**config.mk**
```make
export PLATFORM = sky130hd
export DESIGN_NAME = pattern_tx
export DESIGN_NICKNAME = d
export VERILOG_FILES = /design/src/rtl/pattern_pkg.sv /design/src/rtl/pattern_match_cnt.sv /design/src/rtl/pattern_tx.sv
export SDC_FILE = /design/constraint.sdc
export NUM_CORES = 1
export LEC_CHECK = 0
export CAP_MARGIN = 5
export CORE_UTILIZATION = 35
export DETAILED_ROUTE_END_ITERATION = 6
export GPL_TIMING_DRIVEN = 1
export SLEW_MARGIN = 5
export SYNTH_ARGS = -nofsm -noshare
export SYNTH_HDL_FRONTEND = slang
export SYNTH_HIERARCHICAL = 1
export SYNTH_SLANG_ARGS = --single-unit
```
**constraint.sdc**
```tcl
create_clock -name clk -period 3.4 [get_ports clk]
set_clock_uncertainty 0.1 [all_clocks]
set_input_delay 0.68 -clock clk [delete_from_list [all_inputs] [get_ports clk]]
set_output_delay 0.68 -clock clk [all_outputs]
set_load 0.05 [all_outputs]
```
**src/rtl/pattern_pkg.sv**
```systemverilog
// Shared definitions for the serial pattern transmitter and detector.
package pattern_pkg;

    // Pattern used by both ends of the serial link.
    localparam int unsigned PAT_W_DEFAULT = 4;
    localparam logic [PAT_W_DEFAULT-1:0] PAT_DEFAULT = 4'b1011;

    // Legacy state encodings; the enum is tied to them so old encodings stay valid.
    localparam logic [0:0] ST_IDLE  = 1'b0;
    localparam logic [0:0] ST_SHIFT = 1'b1;

    typedef enum logic [0:0] {
        IDLE  = ST_IDLE,
        SHIFT = ST_SHIFT
    } tx_state_t;

    // Width of a down-counter that must hold values 0..n-1.
    function automatic int unsigned rem_width(input int unsigned n);
        return (n <= 2) ? 1 : $clog2(n);
    endfunction

endpackage

```
**src/rtl/pattern_match_cnt.sv**
```systemverilog
// Pattern occurrence counter for a single-bit valid-qualified stream.
// Keeps the last PAT_W-1 valid bits, compares them with the current bit
// against PAT, and counts matches with saturation. Overlaps count.
module pattern_match_cnt
    import pattern_pkg::*;
#(
    parameter int unsigned           PAT_W = PAT_W_DEFAULT,
    parameter logic [PAT_W-1:0]      PAT   = PAT_DEFAULT,
    parameter int unsigned           CNT_W = 16
) (
    input  logic             clk,
    input  logic             rst,
    input  logic             bit_i,
    input  logic             valid_i,
    input  logic             clr_i,
    output logic [CNT_W-1:0] cnt_o
);

    logic [PAT_W-2:0] hist;
    logic [PAT_W-1:0] window;
    logic             match;

    // Window formed by the stored history followed by the bit on the wire now.
    always_comb begin
        window = {hist, bit_i};
        match  = valid_i && (window == PAT);
    end

    // History advances only on valid bits, so idle gaps do not disturb it.
    always_ff @(posedge clk) begin
        if (rst) begin
            hist <= '0;
        end else if (valid_i) begin
            hist <= window[PAT_W-2:0];
        end
    end

    // Saturating occurrence counter; clear wins over a simultaneous match.
    always_ff @(posedge clk) begin
        if (rst) begin
            cnt_o <= '0;
        end else if (clr_i) begin
            cnt_o <= '0;
        end else if (match && (cnt_o != '1)) begin
            cnt_o <= cnt_o + 1'b1;
        end
    end

endmodule

```
**src/rtl/pattern_tx.sv**
```systemverilog
// Serial pattern transmitter: accepts parallel words over valid/ready and
// shifts them out MSB first on d_o/valid_o, counting pattern occurrences
// in the emitted stream.
module pattern_tx
    import pattern_pkg::*;
#(
    parameter int unsigned      WORD_W = 8,
    parameter int unsigned      PAT_W  = PAT_W_DEFAULT,
    parameter logic [PAT_W-1:0] PAT    = PAT_DEFAULT,
    parameter int unsigned      CNT_W  = 16
) (
    input  logic              clk,
    input  logic              rst,
    input  logic [WORD_W-1:0] word_i,
    input  logic              word_valid_i,
    output logic              word_ready_o,
    output logic              d_o,
    output logic              valid_o,
    output logic              busy_o,
    input  logic              clr_cnt_i,
    output logic [CNT_W-1:0]  pat_cnt_o
);

    localparam int unsigned REM_W = rem_width(WORD_W);

    tx_state_t         state;
    logic [WORD_W-2:0] sreg;
    logic [REM_W-1:0]  rem;
    logic              accept;

    // Ready while idle or while the final bit of the current word is on the
    // wire, which lets back-to-back words stream with no gap.
    always_comb begin
        word_ready_o = !rst && ((state == IDLE) || (rem == '0));
        accept       = word_valid_i && word_ready_o;
        busy_o       = (state == SHIFT);
    end

    // Handshake FSM and MSB-first shifter; the MSB goes straight to d_o on
    // accept, so the shift register only holds the remaining WORD_W-1 bits.
    always_ff @(posedge clk) begin
        if (rst) begin
            state   <= IDLE;
            sreg    <= '0;
            rem     <= '0;
            d_o     <= 1'b0;
            valid_o <= 1'b0;
        end else if (accept) begin
            state   <= SHIFT;
            d_o     <= word_i[WORD_W-1];
            valid_o <= 1'b1;
            sreg    <= word_i[WORD_W-2:0];
            rem     <= REM_W'(WORD_W - 1);
        end else if (state == SHIFT) begin
            if (rem != '0) begin
                d_o  <= sreg[WORD_W-2];
                sreg <= sreg << 1;
                rem  <= rem - 1'b1;
            end else begin
                state   <= IDLE;
                d_o     <= 1'b0;
                valid_o <= 1'b0;
            end
        end
    end

    pattern_match_cnt #(
        .PAT_W (PAT_W),
        .PAT   (PAT),
        .CNT_W (CNT_W)
    ) u_match (
        .clk     (clk),
        .rst     (rst),
        .bit_i   (d_o),
        .valid_i (valid_o),
        .clr_i   (clr_cnt_i),
        .cnt_o   (pat_cnt_o)
    );

endmodule

```
==> After elaboration in Yosys (flattened, before gate mapping) <==
Index checks and enable logic that the tools add are counted.
{ "op_classes": {"n_addsub": 2, "multipliers": 0, "div_mod_pow": 0, "magnitude_cmp": 0, "eq_ne": 3, "shift": 0, "muxes": 15, "n_bitwise": 1, "reduce_logical": 13} }
{ "op_table": {"columns": ["operator", "n"], "rows": [
  ["7-bit two-way mux", 3],
  ["16-bit by 1-bit adder with 16-bit output, second input constant", 1],
  ["16-bit != test, second input constant", 1],
  ["1-bit two-way mux", 9],
  ["3-bit two-way mux", 3],
  ["4-bit equality test, second input constant", 1],
  ["1-bit logical AND", 4],
  ["2-bit AND reduction", 2],
  ["2-bit nonzero test", 2],
  ["3-bit logical NOT", 1],
  ["3-bit nonzero test", 1],
  ["3-bit by 1-bit subtractor with 3-bit output, second input constant", 1],
  ["2-bit != test, second input constant", 1],
  ["2-bit OR reduction", 1],
  ["1-bit logical NOT", 1],
  ["1-bit logical OR", 1],
  ["1-bit NOT", 1]
]} }
{ "totals": {"register_bits": 32, "latch_bits": 0, "ramBits": 0, "rom_bits": 0, "in_bits": 12, "output_inout_bits": 20, "elab_cells": 41, "mem_count": 0} }

==> Longest topological paths before layout <==
{ "logic_depth": {"ltp_word": 6, "depth_mapped": 6, "depth_no_buf": 5} }

==> By module <==
Netlist, hierarchy kept.
{ "modules_own_cells": {"columns": ["module", "instances", "cells_per_inst", "area_per_inst_um2", "seq_area_each_um2"], "rows": [
  ["pattern_match_cnt", 1, 111, 1018.5, 380.4],
  ["pattern_tx", 1, 75, 752.0, 260.2]
]} }

==> Worst setup path before layout <==
Ideal clock, no wire load.
{ "synth_path": {"path_type": "register -> output", "start": "register state (netlist: busy_o)", "end": "output port word_ready_o", "t_arrival_ns": 1.626, "required_time_ns": 2.620, "path_slack_ns": 0.994, "path_stages_with_launch": 5, "path_buffers": 2, "cell_sequence": "dfxtp_1 -> buf_4 -> and2_4 -> buf_6 -> nor2_1"} }
{ "synth_between": {"elab_chain_len": 3} }
{ "synth_lines": {"columns": ["item", "line", "rtl"], "rows": [
  ["from (decl)", "pattern_tx.sv:26", "tx_state_t state;"],
  ["from (signal assigned)", "pattern_tx.sv:43", "state <= IDLE;"],
  ["from (signal assigned)", "pattern_tx.sv:49", "state <= SHIFT;"],
  ["from (signal assigned)", "pattern_tx.sv:60", "state <= IDLE;"],
  ["1-bit NOT", "pattern_tx.sv:34", "word_ready_o = !rst && ((state == IDLE) || (rem == '0));"],
  ["1-bit logical OR", "pattern_tx.sv:34", null],
  ["1-bit logical AND", "pattern_tx.sv:34", null],
  ["to (decl)", "pattern_tx.sv:16", "output logic word_ready_o,"]
]} }
Every way passes these cells.

==> Final worst setup path <==
{ "layout_path": {"start": "register rem[0]", "end": "output port word_ready_o"} }
{ "layout_between": {"elab_chain_len": 3} }
{ "layout_lines": {"columns": ["item", "line", "rtl"], "rows": [
  ["from (decl)", "pattern_tx.sv:28", "logic [REM_W-1:0] rem;"],
  ["from (signal assigned)", "pattern_tx.sv:53", "rem <= REM_W'(WORD_W - 1);"],
  ["from (signal assigned)", "pattern_tx.sv:58", "rem <= rem - 1'b1;"],
  ["3-bit logical NOT", "pattern_tx.sv:34", null],
  ["1-bit logical OR", "pattern_tx.sv:34", null],
  ["1-bit logical AND", "pattern_tx.sv:34", null]
]} }
Every way passes these cells.

==> impl_results.rst <==
.. list-table::
   :header-rows: 1

   * - Metric
     - Value
   * - Hold/Removal Path Class
     - register to register
   * - Maximum number of pins on one net before global-route repair
     - 23
   * - Number of nets in the layout
     - 232
   * - Die W
     - 73.1 um
   * - Half-perimeter wire length after placement
     - 2.53 mm
   * - Run status
     - completed
   * - Main combinational cell family by area after synthesis
     - simple AND/OR/NAND/NOR gates
   * - Fraction of synthesized cell area in xor and xnor cells
     - 0
   * - Filler Cells Inserted
     - 457
   * - Die Height
     - 73.1 um
   * - Cell accounting for the most synthesized area
     - sky130_fd_sc_hd__dfxtp_1
   * - Power per standard cell area
     - 363 nW/um^2
   * - # resized after CTS
     - 0
   * - CTS H-Tree Depth
     - 2
   * - Global route overflow
     - 0
   * - Largest stage delay on the critical path
     - 310 ps
   * - Top Family by Delay on Critical Path
     - simple AND/OR/NAND/NOR gates
   * - Avg Vias per Cell
     - 5.31
   * - First-pass GRT wire length
     - 6.03 mm
   * - Core box area
     - 4790 um^2
   * - Chain of cells forming the critical path
     - inv_1, ha_1, nand2b_4, and2_4, nor2_1, buf_12
   * - Peak supply drop
     - 0.000219 V
   * - Number of antenna diodes
     - 0
   * - Worst slew pin tran
     - 711 ps
   * - Number of sinks driven by the clock tree
     - 32
   * - Flip-flop and latch count after synthesis
     - 32
   * - Crit path kind
     - register to output pin
   * - Leakage dissipation
     - 0.727 nW
   * - Largest fanout of any net on the critical path
     - 13
   * - Number of buffers added by the clock tree synthesis step
     - 5
   * - WP data required
     - 2620 ps
   * - Timing-limited maximum frequency
     - 0.394 GHz
   * - Starting DRT DRC Count
     - 58
   * - Cell type of the slowest stage on the worst timing path
     - sky130_fd_sc_hd__dfxtp_1
   * - R2R Setup Slk
     - 1350 ps
   * - Die area
     - 5350 um^2
   * - Share of cell area taken by muxes after synthesis
     - 0.0452
   * - Number of different library cells in the post-synthesis netlist
     - 50
   * - Adder and majority gate portion of the synthesized area
     - 0.0212
   * - Antenna-violating nets left
     - 0
   * - Setup TNS
     - 0 ps
   * - Crit path DAT
     - 1760 ps
   * - Via count
     - 1497
   * - Number of antenna violations at the first check in global routing
     - 0
   * - Post-route DRC
     - 0
   * - Critical path endpoint category
     - output pin
   * - Final weighted congestion of routability-driven global placement
     - 0.785
   * - DRT Wirelength
     - 3.66 mm
   * - Vias in the first global route
     - 1247
   * - Worst path buffer plus inverter count
     - 2
   * - Max-slew headroom
     - 0.525
   * - Starting Density
     - 0.370
   * - Clock-pin slew on the worst setup and hold paths
     - 60 ps
   * - Latest clock arrival within the worst-skew pair
     - 270 ps
   * - Num ports
     - 32
   * - Min Tclk post-route
     - 2540 ps
   * - Startpoint types
     - register
   * - Syn Nets
     - 201
   * - Number of synthesized flops with an enable pin
     - 0
   * - Cells after synthesis
     - 186
   * - Complex-gate fraction of the synthesized area
     - 0.247
   * - Multi-input gate area
     - 1010 um^2
   * - Layout cells sized above 1
     - 0.158
   * - Count of endpoints failing hold in the final timing report
     - 0
   * - Netlist area before placement
     - 1770 um^2
   * - Clock tree root buffer cell
     - sky130_fd_sc_hd__clkbuf_8
   * - Post-detailed-route wirelength per cell
     - 13.0 um
   * - Final setup violation count
     - 0
   * - Port buffer count
     - 31
   * - Post-synth top area share
     - 0.362
   * - Post-synthesis sequential area ratio
     - 0.362
   * - Max cap viols
     - 0
   * - Max Slew Vio Count
     - 0
   * - Count of TritonRoute iterations in the first routing pass
     - 4
   * - Share of the core filled with cells in the final layout
     - 0.458
   * - Tcrit/Tclk final
     - 0.746
   * - Global-route total usage across every layer
     - 0.146
   * - Leading cell types by total area after synthesis
     - sky130_fd_sc_hd__dfxtp_1 36%, sky130_fd_sc_hd__a211oi_2 4.9%, sky130_fd_sc_hd__mux2i_1 4.5%
   * - TritonCTS clock tree
     - done
   * - Cts hold-fix bufs
     - 0
   * - Buffer depth of the longest clock path
     - 2
   * - Relative area change from synthesis to final layout
     - 23.8%
   * - Row count
     - 25
   * - Async S/R FF share, synth
     - 0
   * - Reg area
     - 641 um^2
   * - RSZ-0062 raised after global routing
     - false
   * - Per-instance average area after synthesis
     - 9.52 um^2
   * - Post CTS Setup Buffer Count
     - 0
   * - Simple-Gate Fraction of Synth Area
     - 0.259
   * - Top_reg_cell synth
     - sky130_fd_sc_hd__dfxtp_1
   * - Count of yosys warnings during synthesis
     - 6
routing by layer:
| metal | part of all wire | vias up | routed length, um | track usage |
|---|---|---|---|---|
| met4 | 0.011 | 0 | 41 | 0.0654 |
| met1 | 0.53 | 683 | 1940 | 0.213 |
| li1 | - | 778 | - | - |
| met5 | 0 | - | 0 | 0 |
| met3 | 0.044 | 5 | 160 | 0.0331 |
| met2 | 0.42 | 31 | 1520 | 0.203 |
cell usage after synthesis (all sizes together) (3+ instances only):
| master | instances |
|---|---|
| a21oi | 12 |
| dfxtp | 32 |
| buf | 8 |
| nor2 | 7 |
| or3 | 7 |
| nand3 | 8 |
| or4 | 7 |
| nand2 | 9 |
| mux2i | 8 |
| o31ai | 6 |
| nand4 | 6 |
| o21ai | 5 |
| nor4 | 6 |
| a211oi | 10 |
| nor2b | 6 |
| nor3 | 3 |
| a31oi | 3 |
| inv | 13 |
| a221oi | 6 |
| ha | 3 |
final cells by class:
cell class	count	share of cell area
inverter	13	0.0223
clock buffer	5	0.0314
tap	67	0.0382
sequential	32	0.292
timing repair buffer	33	0.153
multi-input combinational	132	0.463
cell usage in the layout, fill, tap and decap left out, types with 6 or more instances in the layout:
cell / synthesis / final
sky130_fd_sc_hd__o31ai_1: 6 / 6
sky130_fd_sc_hd__mux2i_1: 8 / 8
sky130_fd_sc_hd__or3_1: 6 / 6
sky130_fd_sc_hd__nor2b_1: 6 / 6
sky130_fd_sc_hd__dfxtp_1: 32 / 32
sky130_fd_sc_hd__inv_1: 13 / 13
sky130_fd_sc_hd__nand3_1: 7 / 7
sky130_fd_sc_hd__nand2_1: 9 / 9
sky130_fd_sc_hd__or4_1: 6 / 6
sky130_fd_sc_hd__a211oi_2: 7 / 7
sky130_fd_sc_hd__a21oi_1: 12 / 12
sky130_fd_sc_hd__clkdlybuf4s50_1: 0 / 30
sky130_fd_sc_hd__nor2_1: 7 / 7
flip-flops by register name, summed over array words and instances, names as in the netlist:
name           count
valid_o            1
u_match/hist       3
sreg               7
rem                3
busy_o             1
d_o                1
u_match/cnt_o     16
metrics by stage:
| step | std cells | instance area (um^2) | worst slack [ps] | total power [mW] | hold WS [ps] |
|---|---|---|---|---|---|
| 3_3_place_gp | 277 | 2120 | 1040 | 0.552 | 349 |
| 2_1_floorplan | 186 | 1770 | 994 | 0.517 | 340 |
| 3_5_place_dp | 277 | 2120 | 1000 | 0.552 | 354 |
| 5_1_grt | 282 | 2190 | 773 | 0.840 | 382 |
| 4_1_cts | 282 | 2190 | 853 | 0.809 | 362 |
| 6_report | 282 | 2190 | 862 | 0.796 | 358 |
path summary, 6_finish.rpt:
| check | cells after the start | startpoint | endpoint |
|---|---|---|---|
| worst max-delay path | 6 | rem[0]$_SDFFE_PP0P_ | word_ready_o |
| worst min-delay path | 2 | sreg[3]$_SDFFE_PP0P_ | sreg[4]$_SDFFE_PP0P_ |
| worst max register to register | 4 | valid_o$_SDFFE_PP0P_ | u_match/cnt_o[14]$_SDFFE_PP0P_ |
| worst min register to register | 2 | sreg[3]$_SDFFE_PP0P_ | sreg[4]$_SDFFE_PP0P_ |
worst min-delay path: stages, from the launching register on:
cell and delay, ps:
sky130_fd_sc_hd__dfxtp_1 300, sky130_fd_sc_hd__inv_1 60, sky130_fd_sc_hd__a211oi_2 50
where the power goes:
part | total, mW | switching (mW) | internal (mW) | leakage, nW
Sequential | 0.404 | 0.0127 | 0.392 | 0.261
Clock | 0.253 | 0.121 | 0.132 | 0.0359
Combinational | 0.139 | 0.0751 | 0.0637 | 0.429
cell families (layout without fill, tap and decap cells):
group | after synthesis | count (layout)
simple gates | 68 | 68
mux | 8 | 8
buf+inv | 22 | 51
compound gates | 53 | 53
fa+ha+maj | 3 | 3
flops | 32 | 32
Note: power is estimated with default switching activity, not from simulation.
